<file path="config.mk">
export PLATFORM = sky130hd
export DESIGN_NAME = decoder_38_strobe
export DESIGN_NICKNAME = d
export VERILOG_FILES = /design/src/rtl/decoder_38_strobe.sv
export SDC_FILE = /design/constraint.sdc
export NUM_CORES = 1
export LEC_CHECK = 0
export ABC_AREA = 1
export ABC_CLOCK_PERIOD_IN_PS = 2400
export BUFFER_PORTS_ARGS = -buffer_cell sky130_fd_sc_hd__buf_2
export CORE_MARGIN = 4
export CORE_UTILIZATION = 40
export CTS_BUF_LIST = sky130_fd_sc_hd__clkbuf_8
export DETAILED_ROUTE_END_ITERATION = 7
export SLEW_MARGIN = 30
export SYNTH_ARGS = -nofsm -noshare
export SYNTH_HDL_FRONTEND = slang
export SYNTH_SLANG_ARGS = --single-unit
export TNS_END_PERCENT = 20
</file>
<file path="constraint.sdc">
create_clock -name clk -period 2.4 [get_ports clk]
set_input_delay 0 -clock clk [delete_from_list [all_inputs] [get_ports clk]]
set_output_delay 0 -clock clk [all_outputs]
set_load 0.01 [all_outputs]
</file>
<file path="src/rtl/decoder_38_strobe.sv">
// rtl/decoder_38_strobe.sv - 3-to-8 one-hot strobe decoder with hold/gap timing
// Optional even-parity check on the incoming code: DECODER_38_STROBE_PARITY_EN
module decoder_38_strobe #(
  parameter int HOLD_CYCLES = 4,
  parameter int GAP_CYCLES  = 1,
  parameter int CNT_W       = 8
) (
  input  logic       clk,
  input  logic       rst_n,
  input  logic       en,
  input  logic       in_valid,
  output logic       in_ready,
  input  logic [2:0] in,
  input  logic       in_par,
  output logic [7:0] out,
  output logic       busy,
  output logic       done,
  output logic       par_err
);

  typedef enum logic [1:0] {IDLE, HOLD, GAP} state_t;

  localparam logic [CNT_W-1:0] HOLD_INIT = CNT_W'(HOLD_CYCLES - 1);
  localparam logic [CNT_W-1:0] GAP_INIT  = CNT_W'((GAP_CYCLES > 0) ? GAP_CYCLES - 1 : 0);

  state_t           state, state_n;
  logic [CNT_W-1:0] cnt, cnt_n;
  logic [7:0]       out_n;
  logic             busy_n, done_n, par_err_n;
  logic             xfer, par_bad;

  assign in_ready = en && (state == IDLE);
  assign xfer     = in_valid && in_ready;

`ifdef DECODER_38_STROBE_PARITY_EN
  assign par_bad = ^{in, in_par};
`else
  logic unused_par;
  assign unused_par = in_par;
  assign par_bad    = 1'b0;
`endif

  always_ff @(posedge clk or negedge rst_n) begin
    if (!rst_n) begin
      state   <= IDLE;
      cnt     <= '0;
      out     <= 8'h00;
      busy    <= 1'b0;
      done    <= 1'b0;
      par_err <= 1'b0;
    end else begin
      state   <= state_n;
      cnt     <= cnt_n;
      out     <= out_n;
      busy    <= busy_n;
      done    <= done_n;
      par_err <= par_err_n;
    end
  end

  always_comb begin
    state_n   = state;
    cnt_n     = cnt;
    out_n     = out;
    busy_n    = busy;
    done_n    = 1'b0;
    par_err_n = 1'b0;
    case (state)
      IDLE: begin
        if (xfer) begin
          if (par_bad) begin
            par_err_n = 1'b1;
          end else begin
            state_n = HOLD;
            out_n   = 8'h01 << in;
            cnt_n   = HOLD_INIT;
            busy_n  = 1'b1;
          end
        end
      end
      HOLD: begin
        // abort wins over a completion landing in the same cycle
        if (!en) begin
          state_n = IDLE;
          out_n   = 8'h00;
          busy_n  = 1'b0;
          cnt_n   = '0;
        end else if (cnt != '0) begin
          cnt_n = cnt - CNT_W'(1);
        end else begin
          out_n  = 8'h00;
          done_n = 1'b1;
          if (GAP_CYCLES == 0) begin
            state_n = IDLE;
            busy_n  = 1'b0;
          end else begin
            state_n = GAP;
            cnt_n   = GAP_INIT;
          end
        end
      end
      GAP: begin
        out_n = 8'h00;
        if (!en || cnt == '0) begin
          state_n = IDLE;
          busy_n  = 1'b0;
          cnt_n   = '0;
        end else begin
          cnt_n = cnt - CNT_W'(1);
        end
      end
      default: begin
        state_n = IDLE;
        out_n   = 8'h00;
        busy_n  = 1'b0;
        cnt_n   = '0;
      end
    endcase
  end

endmodule

</file>
# ---- Yosys cells after proc, flatten, opt, wreduce, memory -nomap -nowiden
# Index checks and enable logic that the tools add are counted.
dict set report classes {
  n_reduce_logical 10
  addsub 1
  shift 1
  eq_ne 6
  n_mux 21
}
# cell count
set op_table {}
lappend op_table {{2-to-1 mux 8 bit} 7}
lappend op_table {{case mux 8 bit (3 select lines)} 1}
lappend op_table {{case mux 8 bit (2 select lines)} 1}
lappend op_table {{zero test 8 bit} 1}
lappend op_table {{2-to-1 mux 2 bit} 4}
lappend op_table {{nonzero test 8 bit} 1}
lappend op_table {{<< shifter 1 x 3 -> 8 bit, first input constant} 1}
lappend op_table {{subtractor 8 x 1 -> 8 bit, second input constant} 1}
lappend op_table {{2-to-1 mux 1 bit} 6}
lappend op_table {{inequality test 2 bit, second input constant} 3}
lappend op_table {{case mux 2 bit (3 select lines)} 1}
lappend op_table {{AND reduction 3 bit} 2}
lappend op_table {{inequality test 3 bit, second input constant} 1}
lappend op_table {{case mux 1 bit (3 select lines)} 1}
lappend op_table {{== test 2 x 1 -> 1 bit, second input constant} 1}
lappend op_table {{== test 2 bit, second input constant} 1}
lappend op_table {{logical AND 1 bit} 2}
lappend op_table {{zero test 2 bit} 1}
lappend op_table {{AND reduction 2 bit} 1}
lappend op_table {{zero test 1 bit} 1}
lappend op_table {{logical OR 1 bit} 1}
dict set report totals {
  in_bits 8
  ff_bits 20
}

# ---- Depth between registers and ports, before layout
# Gate-level depths: netlist of run 1.
dict set report logic_depth {
  ltp_word 5
  ltp_mapped 9
}

# ---- Least setup slack after synthesis of run 1
# Ideal clock, no wire load.
dict set report synth_timing {
  kind {reg-to-reg}
  startpoint {register cnt[0]}
  endpoint {register out[3]}
  path_buffers 0
  slack_ps 1145
  arrival_ps 1138
  period_less_slack_ps 1255
  stages_incl_launch_ff 10
  setup_ps 117
  cell_sequence {dfrtp_1 inv_1 ha_1 nand2_1 nor2_1 nand3_1 nand2_4 inv_4 nand2_1 nand2_1}
}
dict set report synth_via {
  elab_chain_cells 3
}
# element line_no
set synth_rtl {}
lappend synth_rtl {{start: declaration} 27} ;# logic [CNT_W-1:0] cnt, cnt_n;
lappend synth_rtl {{start signal: assignment} 53} ;# cnt <= cnt_n;
lappend synth_rtl {{nonzero test 8 bit} 88} ;# end else if (cnt != '0) begin
lappend synth_rtl {{inequality test 3 bit (no source line)} n/a}
lappend synth_rtl {{AND reduction 2 bit (no source line)} n/a}
lappend synth_rtl {{end signal: assignment} 54} ;# out <= out_n;
lappend synth_rtl {{end: declaration} 15} ;# output logic [7:0] out,
# Every way passes these cells.
# A chain may end at the register's enable or synchronous reset.

# ---- Worst setup path after layout of run 1
dict set report layout_timing {
  startpoint {register cnt[0]}
  endpoint {register cnt[3]}
}
dict set report layout_via {
  elab_chain_cells 4
  word_cells_on_any_way 8
}
# element line_no
set layout_rtl {}
lappend layout_rtl {{subtractor 8 x 1 -> 8 bit (tied with other cells)} {89, 109}}
lappend layout_rtl {{2-to-1 mux 8 bit or logical OR 1 bit (tied branches)} {88, 104}}
lappend layout_rtl {{2-to-1 mux 8 bit (on tied branches)} {83, 104}}
lappend layout_rtl {{case mux 8 bit (3 select lines) (*)} 68} ;# case (state)
# Every way passes the cells marked *; elsewhere a longest branch is shown, timed or not.

==> results of run 1 <==
synthesized netlist by cell type, types with 2 or more instances:
cell type and number:
nor2_2 2, nor2_1 24, a21oi_1 3, xor2_1 2, o21ai_0 2, dfrtp_1 20, ha_1 2, nand3_1 19
inv_1 19, nand2_4 3, nand2_1 40
cell usage in the layout (no fill, tap or decap):
| master | n |
|---|---|
| dlygate4sd3_1 | 2 |
| ha_1 | 2 |
| nand4_1 | 1 |
| inv_2 | 1 |
| nand2_4 | 3 |
| nor2_2 | 2 |
| inv_4 | 1 |
| conb_1 | 1 |
| nor2_4 | 1 |
| nand2_2 | 1 |
| nand3_1 | 19 |
| nand2_1 | 40 |
| xor2_1 | 2 |
| inv_1 | 19 |
| clkbuf_8 | 4 |
| nor2_1 | 24 |
| buf_2 | 17 |
| a21oi_1 | 3 |
| dfrtp_1 | 20 |
| o21ai_0 | 2 |
worst paths after layout:
path	endpoint	slack, ns	depth (start not counted)
max	cnt[3]	0.93	9
min	out[0]	0.05	4
max reg2reg	cnt[3]	0.93	9
min reg2reg	out[6]	0.48	2
max in group asynchronous	out[1]	1.87	2
min in group asynchronous	done	0.21	2
area by class of cell:
type / count / area, um^2 / share of cell area [%]
flip-flops and latches: 20 / 500 / 39.8
multi-input cells: 101 / 477 / 37.9
repair buffers: 19 / 105 / 8.37
inverters: 21 / 81.3 / 6.47
clock buffers: 4 / 55.1 / 4.38
well taps: 30 / 37.5 / 2.99
through the flow:
step                area [um^2]  hold WS [ns]  cells  worst slack [ns]
floorplan                  1080        -0.296    144              1.14
global placement           1180       -0.0280    189             0.983
global route               1260        0.0602    195             0.737
detailed placement         1180       -0.0205    189             0.951
CTS                        1260        0.0446    195             0.929
finish                     1260        0.0537    195             0.930
worst register-to-register path: cells and delay by family, from the launching register on:
kind          cells  cell delay [ns]
simple gates      6             0.58
buf+inv           2             0.24
fa+ha+maj         1             0.15
flops             1             0.40
sequential cells by signal, summed over array words and instances (netlist names):
register / flops
cnt: 8
out: 8
state: 2
busy: 1
done: 1
per-layer routing:
layer	wire length (um)	global-route usage, %	part of all wire (%)
met5	0	0	0
met4	37	5.70	1.7
met3	115	4.32	5.3
met2	1040	25.2	48
met1	983	17.2	45
cell families after synthesis:
logic type	after synthesis	synth area share (%)
adder cells (fa/ha/maj)	2	2.32
buffers and inverters	23	9.29
XOR/XNOR	2	1.63
AND/OR/NAND/NOR	91	37.6
AO/OA/AOI/OAI	5	2.32
flip-flops	20	46.5
other	1	0.348
where the power goes:
part	internal [W]	total (W)	switching, W
sequential	0.000450	0.000531	0.0000805
combinational	0.000259	0.000771	0.000512
clock	0.000146	0.000263	0.000117
what timing repair did:
item / 4_1_cts / 5_1_grt
hold buffers: 2 / 0
hold endpoints to repair: 21 / 0
resized for setup: 0 / 0
==> metrics.md, run 1 <==
| Metric | Value |
|---|---|
| Area leader, netlist | `dfrtp_1` |
| Slowest cell on crit path | `dfrtp_1` |
| Clk pin slew, worst setup/hold paths | `around 0.080 ns` |
| Max Root-Sink Buffers | `2` |
| Core Rows | `18` |
| CP Buf/Inv Count | `2` |
| Fmax | `680 MHz` |
| Distinct cells, synth | `19` |
| Most repeated library cell on the critical path | `nand2_1` |
| Pleak | `0.739 nW` |
| Worst path required time | `2.55 ns` |
| CP endpoint kind | `register` |
| DR vias/cell | `4.83` |
| Period Utilization, post-route | `61.3%` |
| Clk root buf | `clkbuf_8` |
| Worst-path maximum fanout | `6` |
| Final setup violation count | `0` |
| Pwr Total | `0.00156 W` |
| Final core occ | `49.8%` |
| Crit Path Category | `register to register` |
| GRT overflow | `0` |
| Hold Startpoint | `in[1]` |
| DRC errors left | `0` |
| Tmin final | `roughly 1.5 ns` |
| Largest stage delay, worst path | `0.40 ns` |
| Crit path launch type | `register` |
| WP data arrival | `1.62 ns` |
| PD cells | `1250 nW/um^2` |
| Part of the Yosys area used for sequential elements | `a little under half` |
| Top cells by area, synth | `dfrtp_1, nand2_1, nand3_1, nor2_1, inv_1` |
| CP startpoint | `cnt[0]` |
| Pin count of the biggest net entering global routing | `21` |
| Post-Route Skew | `approximately 0.0083 ns` |
| Final GP Congestion | `0.824` |
| Number of global-route vias before repair | `901` |
| Post-DP HPWL | `around 1600 um` |
| Ys Warns | `0` |
| Worst R2R Start | `cnt[0]` |
| Starting Density | `roughly 43%` |
| Max-slew violations | `0` |
| Initial DRC count | `34` |
| Worst min-delay path class | `primary input to register` |
| Detailed-route wire length | `2180 um` |
| Overall Global Routing Usage | `14.7%` |
| Mapped Cells | `between 100 and 150` |
| Prevailing post-synth register cell | `dfrtp_1` |
| Number of CTS-inserted buffers | `3` |
| CTS tree | `done` |
| Setup TNS | `0 ns` |
| Status | `finished, final reports clean` |
| PortBufs | `17` |
| CP Cell Sequence | `inv_1 -> ha_1 -> nand2_1 -> nor2_1 -> nand2_1 -> nand3_1 -> nand2_1 -> inv_2 -> nor2_1` |
| Die ar. | `3590 um^2` |
| Fraction of registers with async set/reset | `100%` |
| Layout cells sized above 1 | `18.2%` |
| Die height | `59.9 um` |
| RSZ-0062 raised after global routing | `no` |
| Flops & latches, synth | `20` |
| Clk sink count | `20` |
| Worst-Skew Late Latency | `0.26 ns` |
| IO Pins | `20` |
| Maxcap violations | `0` |
| Synth top area share | `roughly 46%` |
| Net count after synthesis | `154` |
| Global-route wire length before repair | `3920 um` |
| Cell Area, Synth | `1080 um^2` |
| Initial antenna violation count | `0` |
| Final Hold Fails | `0` |
| Die width | `59.9 um` |
| Top Family by Delay on Critical Path | `simple AND/OR/NAND/NOR gates` |
| Drt first pass iters | `4` |
| Peak supply drop | `0.676 mV` |
| Avg Cell Area, Syn | `7.48 um^2` |
| # nets final | `176` |
| Antenna-violating nets left | `0` |
| FILL cells | `~250` |
| Post-synth EDFFs | `0` |
| Area grow syn2layout | `16.6%` |
| Ant. Diodes | `0` |
| Drt wl/cell | `11.2 um` |
| Post-CTS Setup Bufs | `0` |
| DR vias | `942` |
| Core Footprint | `2520 um^2` |
| H-Tree Depth | `1` |
Note: power is estimated with default switching activity, not from simulation.
==> run 2, diff against run 1 <==
--- a/config.mk
+++ b/config.mk
@@ -5,8 +5,8 @@
 export SDC_FILE = /design/constraint.sdc
 export NUM_CORES = 1
 export LEC_CHECK = 0
-export ABC_AREA = 1
-export ABC_CLOCK_PERIOD_IN_PS = 2400
+export ABC_AREA = 0
+export ABC_CLOCK_PERIOD_IN_PS = 1200
 export BUFFER_PORTS_ARGS = -buffer_cell sky130_fd_sc_hd__buf_2
 export CORE_MARGIN = 4
 export CORE_UTILIZATION = 40
==> constraint.sdc (replaced) <==
create_clock -name clk -period 1.2 [get_ports clk]
set_input_delay 0 -clock clk [delete_from_list [all_inputs] [get_ports clk]]
set_output_delay 0 -clock clk [all_outputs]
set_load 0.01 [all_outputs]
==> metrics.md, run 2 <==
| Metric | Value |
|---|---|
| Status | `complete, but fails checks` |
| Failing checks | `negative setup slack` |
| Clk sink count | `20 (unchanged)` |
| Pwr Total | `0.00339 W (+120%)` |
| # nets final | `161 (-8.5%)` |
| Overall Global Routing Usage | `16.2% (+1.4 points)` |
| Post-DP HPWL | `1910 um (+19%)` |
| Slowest cell on crit path | `dfrtp_1` |
| PortBufs | `17 (unchanged)` |
| Final setup violation count | `20 (+20)` |
| Global-route wire length before repair | `4340 um (+11%)` |
| Most frequent cells in the layout | `buf_4, dfrtp_1, buf_2` |
| CP startpoint | `cnt[4]` |
| Top cells by area, synth | `dfrtp_1, mux2_4, nor2_1, xor2_1, buf_6` |
| Pin count of the biggest net entering global routing | `21 (unchanged)` |
| Most frequent cell after synthesis | `dfrtp_1` |
| Detailed-route wire length | `2570 um (+18%)` |
| Final Hold Fails | `0 (unchanged)` |
| WP data arrival | `1.82 ns (+0.20 ns)` |
| Area grow syn2layout | `39.1%` |
| Final instance count without filler cells | `180 (-7.7%)` |
| Synth top cells by count | `dfrtp_1, nor2_1, mux2_4, inv_1, xor2_1` |
| Mapped Cells | `102 (-29%)` |
| Core Rows | `18 (unchanged)` |
| Max Root-Sink Buffers | `2 (unchanged)` |
| Most common cell after layout, fill and taps aside | `buf_4` |
| Clk pin slew, worst setup/hold paths | `0.07 ns (about the same)` |
| Hold Startpoint | `in[0]` |
| Starting Density | `42.9% (+0.16 points)` |
| Max-slew violations | `0 (unchanged)` |
| Prevailing post-synth register cell | `dfrtp_1` |
| DR vias | `896 (-4.9%)` |
| Crit path launch type | `register` |
| Final GP Congestion | `0.787 (-4.4%)` |
| Slew @ Worst Pin | `0.489 ns` |
| Cell Area, Synth | `1090 um^2 (+1.3%)` |
| Largest stage delay, worst path | `0.41 ns (about the same)` |
| Worst-Skew Late Latency | `0.25 ns (about the same)` |
| Crit Path Category | `register to register` |
| Die ar. | `3630 um^2 (+1.1%)` |
| H-Tree Depth | `1 (unchanged)` |
| Post-synth EDFFs | `0 (unchanged)` |
| Drt wl/cell | `14.3 um (+28%)` |
| Net count after synthesis | `112 (-27%)` |
| CTS tree | `done` |
| GRT overflow | `0 (unchanged)` |
| Tmin final | `1.68 ns (+0.207 ns)` |
| Number of CTS-inserted buffers | `3 (unchanged)` |
| Post-Route Skew | `0.00336 ns (-0.00494 ns)` |
| Ant. Diodes | `0 (unchanged)` |
| Peak supply drop | `1.11 mV (+65%)` |
| Initial DRC count | `37 (+8.8%)` |
| R2r setup slk | `-0.48 ns (-1.41 ns)` |
| Worst r2r dst | `out[5]` |
| Flops & latches, synth | `20 (unchanged)` |
| Top Family by Delay on Critical Path | `simple AND/OR/NAND/NOR gates` |
| Fmax | `596 MHz (-12%)` |
| IO Pins | `20 (unchanged)` |
| CP endpoint kind | `register` |
| Distinct cells, synth | `36 (+17)` |
| Placed cells | `171 (-9.5%)` |
| Maxcap violations | `0 (unchanged)` |
| Worst-path maximum fanout | `7 (+1)` |
| Biggest regs | `cnt (8), out (8), state (2)` |
| Period Utilization, post-route | `140% (+78 points)` |
| Drt first pass iters | `4 (unchanged)` |
| Initial antenna violation count | `0 (unchanged)` |
| Setup TNS | `-7.46 ns (-7.46 ns)` |
| Clk root buf | `clkbuf_8` |
| Part of the Yosys area used for sequential elements | `45.9% (-0.59 points)` |
| PnR worst setup slack | `-0.477 ns (-1.41 ns)` |
| Worst Setup EP | `out[5]` |
| DR vias/cell | `4.98 (+3.0%)` |
| Number of global-route vias before repair | `938 (+4.1%)` |
| Critical path depth | `5 (-4)` |
| Ys Warns | `0 (unchanged)` |
| Fraction of registers with async set/reset | `100% (unchanged)` |
| Pleak | `0.774 nW (+4.7%)` |
| Area leader, netlist | `dfrtp_1` |
| Antenna-violating nets left | `0 (unchanged)` |
| PD cells | `2230 nW/um^2 (+79%)` |
| Core Footprint | `2540 um^2 (+0.89%)` |
| Avg Cell Area, Syn | `10.7 um^2 (+43%)` |
| Die height | `60.2 um (+0.55%)` |
| Worst min-delay path class | `primary input to register` |
| Worst R2R Path Depth | `5 (-4)` |
| Layout cells sized above 1 | `45.3% (+27 points)` |
| Synth top area share | `45.9% (-0.59 points)` |
| Die width | `60.2 um (+0.55%)` |
| RSZ-0062 raised after global routing | `yes` |
| CP Buf/Inv Count | `1 (-1)` |
| Setup WS pre-CTS | `-0.478 ns (-1.43 ns)` |
| Worst R2R Start | `cnt[4]` |
| DRC errors left | `0 (unchanged)` |
| Worst slew margin | `67.0%` |
| CP Cell Sequence | `nor4_4 -> and3_4 -> o21a_1 -> buf_12 -> mux2_4` |
| Worst path required time | `1.34 ns (-1.21 ns)` |
| FILL cells | `238 (-3.6%)` |
==> run 2: how the worst min path moves through the flow <==
stage	slack, ns	depth (start not counted)	end
4_1_cts	0.07	3	out[2]
3_5_place_dp	-0.03	1	out[4]
6_report	0.08	3	out[2]
5_1_grt	0.1	3	out[2]
3_3_place_gp	-0.03	1	out[4]
2_1_floorplan	-0.30	0	busy
==> run 2: final cells by class <==
type,count,area [um^2],area share [%]
clock buffers,4,55.1,3.63
multi-input cells,71,554,36.5
flip-flops and latches,20,500,33.0
repair buffers,49,348,22.9
well taps,30,37.5,2.47
inverters,6,22.5,1.48
==> run 2: timing repair <==
item / CTS / global route
setup endpoints to repair: 20 / 21
pin swaps: 5 / 3
hold buffers: 1 / 0
buffers inserted: 3 / 1
resized for setup: 5 / 3
endpoints found under the hold margin: 20 / 0
==> run 2: kinds of logic (layout without fill, tap and decap cells) <==
kind of cell | count (synthesis) | in the layout | share of synthesized area (%)
fa+ha+maj | 2 | 2 | 2.29
buf+inv | 11 | 59 | 6.31
mux | 6 | 6 | 8.26
other cells | 1 | 1 | 0.344
xor+xnor | 7 | 7 | 5.62
compound gates | 16 | 16 | 11.2
simple gates | 39 | 39 | 20.1
flops | 20 | 20 | 45.9
==> run 2: where the power goes <==
part,internal [W],switching (W)
Clock,0.000292,0.000218
Sequential,0.000869,0.000146
Combinational,0.00104,0.000826
==> run 2: metrics by stage <==
stage,util [%],area [um^2],hold slack (ns)
after global routing,59.6,1520,0.0993
after CTS,58.8,1500,0.0701
final,59.6,1520,0.0763
after detailed placement,54.3,1380,-0.0258
after global placement,54.3,1380,-0.0333
after floorplan,-,1090,-0.296
==> run 2: layer usage <==
layer / global-route usage (%) / vias to the layer above / routed length (um)
met5: 0 / - / 0
met4: 6.65 / 0 / 53
met3: 2.59 / 7 / 94
met2: 26.7 / 18 / 1230
met1: 20.8 / 426 / 1190
li1: - / 445 / -
==> run 2: worst register-to-register path, stage by stage, from the launching register on <==
cell	delay, ns
dfrtp_1	0.41
nor4_4	0.33
and3_4	0.24
o21a_1	0.15
buf_12	0.14
mux2_4	0.30
